## src/rtl/cla_seq_adder.sv

```systemverilog
// -----------------------------------------------------------------------------
// cla_seq_adder
//   Sequential WIDTH-bit adder built around one 4-bit carry-lookahead adder.
//   It is used once per clock edge, lowest nibble first. An add takes NIB
//   edges after the operands are accepted. Inputs and outputs use a
//   valid/ready handshake.
//
// Ports
//   clk        rising-edge clock
//   rst_n      asynchronous active-low reset
//   in_valid   operands a/b/cin are valid
//   in_ready   block is idle and can accept operands
//   a, b       WIDTH-bit operands (unsigned or two's complement)
//   cin        carry into nibble 0
//   out_valid  sum/cout/ovf hold a finished result
//   out_ready  consumer takes the result
//   sum        registered WIDTH-bit result
//   cout       carry out of the MSB
//   ovf        two's-complement overflow
// -----------------------------------------------------------------------------

// 4-bit carry-lookahead adder: every carry is computed directly from the
// generate/propagate terms instead of rippling through the lower carries.
module cla4 (
    input  logic [3:0] a4,
    input  logic [3:0] b4,
    input  logic       c_in,
    output logic [3:0] s4,
    output logic       c_out
);
    logic [3:0] g;
    logic [3:0] p;
    logic [4:0] c;

    assign g = a4 & b4;
    assign p = a4 ^ b4;

    assign c[0] = c_in;
    assign c[1] = g[0] | (p[0] & c_in);
    assign c[2] = g[1] | (p[1] & g[0]) | (p[1] & p[0] & c_in);
    assign c[3] = g[2] | (p[2] & g[1]) | (p[2] & p[1] & g[0])
                | (p[2] & p[1] & p[0] & c_in);
    assign c[4] = g[3] | (p[3] & g[2]) | (p[3] & p[2] & g[1])
                | (p[3] & p[2] & p[1] & g[0])
                | (p[3] & p[2] & p[1] & p[0] & c_in);

    assign s4    = p ^ c[3:0];
    assign c_out = c[4];
endmodule

module cla_seq_adder #(
    parameter int WIDTH = 16
) (
    input  logic             clk,
    input  logic             rst_n,
    input  logic             in_valid,
    output logic             in_ready,
    input  logic [WIDTH-1:0] a,
    input  logic [WIDTH-1:0] b,
    input  logic             cin,
    output logic             out_valid,
    input  logic             out_ready,
    output logic [WIDTH-1:0] sum,
    output logic             cout,
    output logic             ovf
);
    localparam int NIB   = WIDTH / 4;
    localparam int IDX_W = $clog2(NIB);

    typedef enum logic [1:0] {
        S_IDLE = 2'd0,
        S_RUN  = 2'd1,
        S_DONE = 2'd2
    } state_t;

    state_t             state_q, state_d;
    logic [WIDTH-1:0]   a_q, a_d;
    logic [WIDTH-1:0]   b_q, b_d;
    logic [WIDTH-1:0]   sum_q, sum_d;
    logic [IDX_W-1:0]   idx_q, idx_d;
    logic               carry_q, carry_d;
    logic               cout_q, cout_d;
    logic               ovf_q, ovf_d;

    // Split the captured operands into nibbles so the current one can be
    // picked with a simple index mux.
    logic [3:0] a_nib [NIB];
    logic [3:0] b_nib [NIB];

    for (genvar gi = 0; gi < NIB; gi++) begin : g_nib
        assign a_nib[gi] = a_q[4*gi +: 4];
        assign b_nib[gi] = b_q[4*gi +: 4];
    end

    logic [3:0] cla_a, cla_b, cla_s;
    logic       cla_c;
    logic       last_nib;

    assign cla_a    = a_nib[idx_q];
    assign cla_b    = b_nib[idx_q];
    assign last_nib = (idx_q == IDX_W'(NIB - 1));

    cla4 u_cla4 (
        .a4    (cla_a),
        .b4    (cla_b),
        .c_in  (carry_q),
        .s4    (cla_s),
        .c_out (cla_c)
    );

    always_comb begin
        state_d = state_q;
        a_d     = a_q;
        b_d     = b_q;
        sum_d   = sum_q;
        idx_d   = idx_q;
        carry_d = carry_q;
        cout_d  = cout_q;
        ovf_d   = ovf_q;

        case (state_q)
            S_IDLE: begin
                if (in_valid) begin
                    a_d     = a;
                    b_d     = b;
                    carry_d = cin;
                    idx_d   = '0;
                    sum_d   = '0;
                    state_d = S_RUN;
                end
            end

            S_RUN: begin
                for (int i = 0; i < NIB; i++) begin
                    if (idx_q == IDX_W'(i)) begin
                        sum_d[4*i +: 4] = cla_s;
                    end
                end
                carry_d = cla_c;
                if (last_nib) begin
                    // idx parks at NIB-1; it is cleared again on the next accept.
                    state_d = S_DONE;
                    cout_d  = cla_c;
                    // cla_s[3] is the new sum MSB on the final nibble.
                    ovf_d   = (a_q[WIDTH-1] == b_q[WIDTH-1]) &&
                              (cla_s[3] != a_q[WIDTH-1]);
                end else begin
                    idx_d = idx_q + IDX_W'(1);
                end
            end

            S_DONE: begin
                if (out_ready) begin
                    state_d = S_IDLE;
                end
            end

            default: begin
                state_d = S_IDLE;
            end
        endcase
    end

    always_ff @(posedge clk or negedge rst_n) begin
        if (!rst_n) begin
            state_q <= S_IDLE;
            a_q     <= '0;
            b_q     <= '0;
            sum_q   <= '0;
            idx_q   <= '0;
            carry_q <= 1'b0;
            cout_q  <= 1'b0;
            ovf_q   <= 1'b0;
        end else begin
            state_q <= state_d;
            a_q     <= a_d;
            b_q     <= b_d;
            sum_q   <= sum_d;
            idx_q   <= idx_d;
            carry_q <= carry_d;
            cout_q  <= cout_d;
            ovf_q   <= ovf_d;
        end
    end

    assign in_ready  = (state_q == S_IDLE);
    assign out_valid = (state_q == S_DONE);
    assign sum       = sum_q;
    assign cout      = cout_q;
    assign ovf       = ovf_q;
endmodule

```

## config.mk

```make
export PLATFORM = sky130hd
export DESIGN_NAME = cla_seq_adder
export DESIGN_NICKNAME = d
export VERILOG_FILES = /design/src/rtl/cla_seq_adder.sv
export SDC_FILE = /design/constraint.sdc
export NUM_CORES = 1
export LEC_CHECK = 0
export ABC_AREA = 1
export CAP_MARGIN = 20
export CORE_UTILIZATION = 45
export DETAILED_ROUTE_END_ITERATION = 7
export DONT_BUFFER_PORTS = 1
export PLACE_DENSITY = 0.68
export SLEW_MARGIN = 25
export SYNTH_ARGS = -nofsm -noshare
export SYNTH_HDL_FRONTEND = slang
export SYNTH_SLANG_ARGS = --single-unit
```

## constraint.sdc

```tcl
create_clock -name clk -period 3 [get_ports clk]
set_clock_uncertainty 0.05 [all_clocks]
set_input_delay 0.45 -clock clk [delete_from_list [all_inputs] [get_ports clk]]
set_output_delay 0.45 -clock clk [all_outputs]
set_load 0.02 [all_outputs]
```

Yosys cells after proc, flatten, opt, wreduce, memory -nomap -nowiden:

Index checks and enable logic that the tools add are counted.

* register bits: 55
* bits in read-only memories: 0
* bits of input ports: 37
* latch bits: 0
* memories: 0
* bits in writable memories: 0

* divide/modulo/power cells: 0
* multiply operators: 0
* equality and inequality tests: 14
* magnitude comparators: 1
* bitwise operators: 30
* add/subtract/negate cells: 1
* reduce and logical (&&, ||, !) cells: 13
* shift-type cells: 0
* mux-type cells: 21

Operators by type and width (count)
* 2-to-1 mux 4 bit: 8
* one-hot mux 16 bit (2 select lines): 1
* AND reduction 3 bit: 6
* AND 1 bit: 16
* binary-select mux 4 bit (select 2 bit): 2
* 2-to-1 mux 16 bit: 1
* inequality test 2 bit, second input constant: 6
* 2-to-1 mux 2 bit: 5
* bitwise OR 1 bit: 10
* XOR 4 bit: 2
* equality test 2 bit, second input constant: 3
* one-hot mux 2 bit (3 select lines): 1
* AND reduction 2 bit: 3
* AND 4 bit: 1
* equality test 2 x 1 -> 1 bit, second input constant: 2
* zero test 2 bit: 2
* one-hot mux 2 bit (2 select lines): 1
* >= comparator 3 bit, second input constant: 1
* inverter 2 -> 3 bit: 1
* adder 2 x 1 -> 2 bit, second input constant: 1
* inequality test 2 x 1 -> 1 bit, second input constant: 1
* one-hot mux 1 bit (2 select lines): 1
* nonzero test 2 bit: 1
* equality test 1 bit: 1
* 3 further kinds: 3

Longest topological paths before layout:

* word-level depth: 12
* gate-level depth with buffers: 15

Cells and area by module:

Synthesis repeated with hierarchy kept, for this count alone.

* cell total of the unflattened synthesis: 363
* area total of the unflattened synthesis: 2996.6 µm²

Modules (own cells, without submodules)
* cla_seq_adder: area each 2807.7 µm², cells each 332, times used 1, sequential area each 1376.3 µm²
* cla4: area each 188.9 µm², cells each 31, times used 1, sequential area each 0.0 µm²

Worst setup path after synthesis:

Ideal clock, no wire load.

* path type: register -> register
* from: register idx_q[0]
* to: register sum_q[11] (netlist: sum[11])
* arrival time: 2086 ps
* data required time: 2873 ps
* buffers on the path: 2
* stages on the path, launching flop included: 13
* clock period less this slack: 2213 ps
* setup slack: 787 ps
* path through: dfrtp_1 -> buf_2 -> clkinv_1 -> buf_2 -> o21ai_0 -> o22ai_1 -> ha_1 -> or2_0 -> nand2_1 -> nand2_1 -> nand2_1 -> nand3_1 -> a21oi_1

* longest elaborated chain between the ends: 12
* elaborated cells on any way between the ends: 23
* classes of those cells: eq/ne: 2; mux: 8; bitwise: 12; reduce/logical: 1

Ends and longest elaborated chain
* start, declared: line 80 `logic [IDX_W-1:0] idx_q, idx_d;`
* start signal, assigned: line 179 `idx_q <= idx_d;`
* inverter 2 -> 3 bit (not written as such): line 99, 100
* binary-select mux 4 bit (select 2 bit), on equally long branches: line 99, 100
* 2-to-1 mux 4 bit, on equally long branches (2 in series): line 99, 100
* XOR 4 bit or AND 4 bit (tied branches): line 36, 35
* AND 1 bit, on equally long branches: line 41, 42
* bitwise OR 1 bit (tied with other cells): line 41 `assign c[3] = g[2] | (p[2] & g[1]) | (p[2] & p[1] & g[0])`
* bitwise OR 1 bit or AND 1 bit (tied branches): line 41, 42
* bitwise OR 1 bit: line 42 `| (p[2] & p[1] & p[0] & c_in);`
* XOR 4 bit: line 47 `assign s4 = p ^ c[3:0];`
* 2-to-1 mux 4 bit: line 135 `if (idx_q == IDX_W'(i)) begin`
* one-hot mux 16 bit (2 select lines): line 121 `case (state_q)`
* end signal, assigned: line 178 `sum_q <= sum_d;`
* end, declared: line 79 `logic [WIDTH-1:0] sum_q, sum_d;`

Several ways; a longest one is shown, not always the timed one. The select of a mux whose other input is x is not followed.
A chain may end at the register's enable or synchronous reset.

Final worst setup path:

* from: register idx_q[1]
* to: register sum_q[5] (netlist: sum[5])

* longest elaborated chain between the ends: 10
* elaborated cells on any way between the ends: 17
* classes of those cells: eq/ne: 2; mux: 8; bitwise: 6; reduce/logical: 1

Ends and longest elaborated chain
* inverter 2 -> 3 bit (not written as such): line 99, 100
* binary-select mux 4 bit (select 2 bit), on equally long branches: line 99, 100
* 2-to-1 mux 4 bit, on equally long branches (2 in series): line 99, 100
* XOR 4 bit: line 36 `assign p = a4 ^ b4;`
* AND 1 bit: line 39 `assign c[1] = g[0] | (p[0] & c_in);`
* bitwise OR 1 bit: line 39
* XOR 4 bit: line 47
* 2-to-1 mux 4 bit: line 135
* one-hot mux 16 bit (2 select lines): line 121

Several ways; a longest one is shown, not always the timed one. The select of a mux whose other input is x is not followed.

==> metrics.cfg <==
[detailed_routing]
firstDrtPassIters = 4
wl_met2_um = 2380
met1_length_um = 2570
routed_wl_um = 5370
vias = 1927
highest_layer = met4
routed_via_density = 5.08
ant_nets = 0
wl_met3_um = 356
drc = 0
drt_iter0_markers = 103
wl_per_cell_um = 14.2

[synthesis]
postSynthAreaPerCell_sq_um = 8.43
syn-num-nets = 353
yosysTopAreaCell = dfrtp_1
ys_seq_area_share_pct = 53.2
synth_cell_types = 26
synth_top_cell_area_share_pct = 53.2
ys_top_cells_by_area = dfrtp_1 53%, nand2_1 19%, ha_1 3.9%
synth_warnings = 0
syn_inst = 307
synth_area_sq_um = 2590
synth_seq_cells = 55

[worst_setup_path]
crit_top_cell = inv_1
arrival_ps = 2650
crit_path_start_kind = flip-flop
worstPathCellList = inv_1 -> a21oi_1 -> a32oi_1 -> inv_1 -> fa_1 -> xor2_1 -> nor2_1 -> mux2_2
cpLargestDelayFamily = flip-flops
path_class = reg -> reg
worst_path_largest_cell_delay_ps = 490
cp_max_fo = 13
crit_buf_inv = 2
slowest_stage = dfrtp_1
crit_required_ps = 3200
worstSetupEndpointType = flip-flop

[die]
core_sq_um = 5540
initial_core_util_pct = 46.7
die_h_um = 77.8
rows = 27
die_w_um = 77.8
dieArea_sq_um = 6060
io_pins = 57

[cts]
cts_tree = built
cts.clk_slew.worst_paths_ps = 90
insertion_delay_ps = 300
ctsLongestPathBuffers = 2
cts.sinks = 55
post-cts-setup-buffer-count = 0
numCtsBuffers = 5
cts_resized = 0
cts_max_level = 2
cts_hold_buf = 2
clockRootBuffer = clkbuf_8

[power_and_ir_drop]
ir_drop_uv = 432
p_total_uw = 3540
power_leakage_uw = 0.00143
power_density_nw_per_um2 = 1290

[timing]
tns_ps = 0
finalHoldViolCount = 0
max_freq_mhz = 408
worst_slew_pin_slew_ps = 485
period_share_pct = 81.6
drv_slew = 0
slew_headroom_pct = 67.6
fin_ws_ps = 551
setup_viol = 0
rsz0062_at_grt = false
fin_crit_ps = 2450

[placement]
place_inst = 370
dp_hpwl_um = 3840
dp_slack_ps = 592
gp_congestion = 0.827
io_buffers = 0

[final_layout]
area_growth_pct = 6.48
finalNonFillerCells = 379
final_common_cell = nand2_1
finalNetCount = 353
most-common-layout-cells = 131 x nand2_1, 55 x dfrtp_1, 23 x nor2_1
n_antenna_cell = 0
layout-drive-gt1-share_pct = 8.79

[flow_run]
max-cap-violations = 0

[global_route]
grt_start_max_net_pins = 56
grt_pass1_wl_um = 9210
grtUsageTotal_pct = 19.6
antenna_found_initial = 0
globalRouteOverflowTotal = 0
grt_pass1_vias = 1914

[min_path]
worstHoldPathType = in -> reg

[outcome]
status = completed

## worst reg2reg max path, delay by kind of cell (launching register included)
kind            cells  cell delay [ps]
flops               1              490
buf+inv             2              420
fa+ha+maj           1              410
compound gates      2              350
simple gates        1              290
mux                 1              220
xor+xnor            1              170
## worst paths after layout
check                      slack, ps  startpoint          to  cells after the start
setup / recovery                 550    idx_q[1]      sum[5]                      8
hold / removal                   180   out_ready  state_q[1]                      1
setup reg to reg                 550    idx_q[1]      sum[5]                      8
hold reg to reg                  440      b_q[7]      b_q[7]                      2
max in group asynchronous       2050       rst_n      b_q[8]                      2
min in group asynchronous        630       rst_n     a_q[14]                      2
## flip-flops by register name (all words and copies together), names as in the netlist
signal / count
a_q: 16
idx_q: 2
ovf: 1
carry_q: 1
cout: 1
state_q: 2
sum: 16
b_q: 16
## kinds of logic after synthesis
| family | share of synthesized area, % |
|---|---|
| simple gates | 26.5 |
| flops | 53.2 |
| compound gates | 8.17 |
| buf+inv | 4.59 |
| fa+ha+maj | 4.64 |
| mux | 2.61 |
| xor+xnor | 0.339 |
## cells in the mapped netlist
cell        n
or2_0       1
nand2_1   131
dfrtp_1    55
o21ai_0    16
ha_1        8
a21oi_1     9
inv_2       3
fa_1        1
xor2_1      1
nor2_4      1
clkinv_1    1
mux2_2      6
buf_2       5
nor2_1     23
o22ai_1     6
a32oi_1     2
buf_4       4
o21ai_1     3
nand2_2     5
nand3_1     9
clkbuf_1    2
o21ai_2     1
o31ai_1     1
inv_1      11
nor2_2      1
nand4_1     1
## final cells by class
type	count	area, sq um
fillers	560	2790
multi-input cells	226	1090
flip-flops and latches	55	1380
clock buffers	6	82.6
well taps	72	90.1
repair buffers	4	52.6
inverters	15	56.3
clock inverters	1	5.00
## report_power, final
group | internal [uW] | switching (uW)
Clock | 182 | 224
Combinational | 618 | 1060
Sequential | 1090 | 367
Total | 1890 | 1650
## per-stage QoR
step	hold WS [ps]	area [sq um]	util (%)
final	176	2760	49.7
after global routing	172	2760	49.7
after CTS	166	2760	49.7
after detailed placement	106	2630	47.5
after global placement	107	2630	47.5
after floorplan	104	2590	-
## metal layers
| metal | vias up | global-route usage, % |
|---|---|---|
| met1 | 888 | 26.6 |
| met3 | 6 | 5.65 |
| li1 | 976 | - |
| met5 | - | 0 |
| met2 | 57 | 30.4 |
| met4 | 0 | 5.47 |
(Power assumes the default switching activity.)
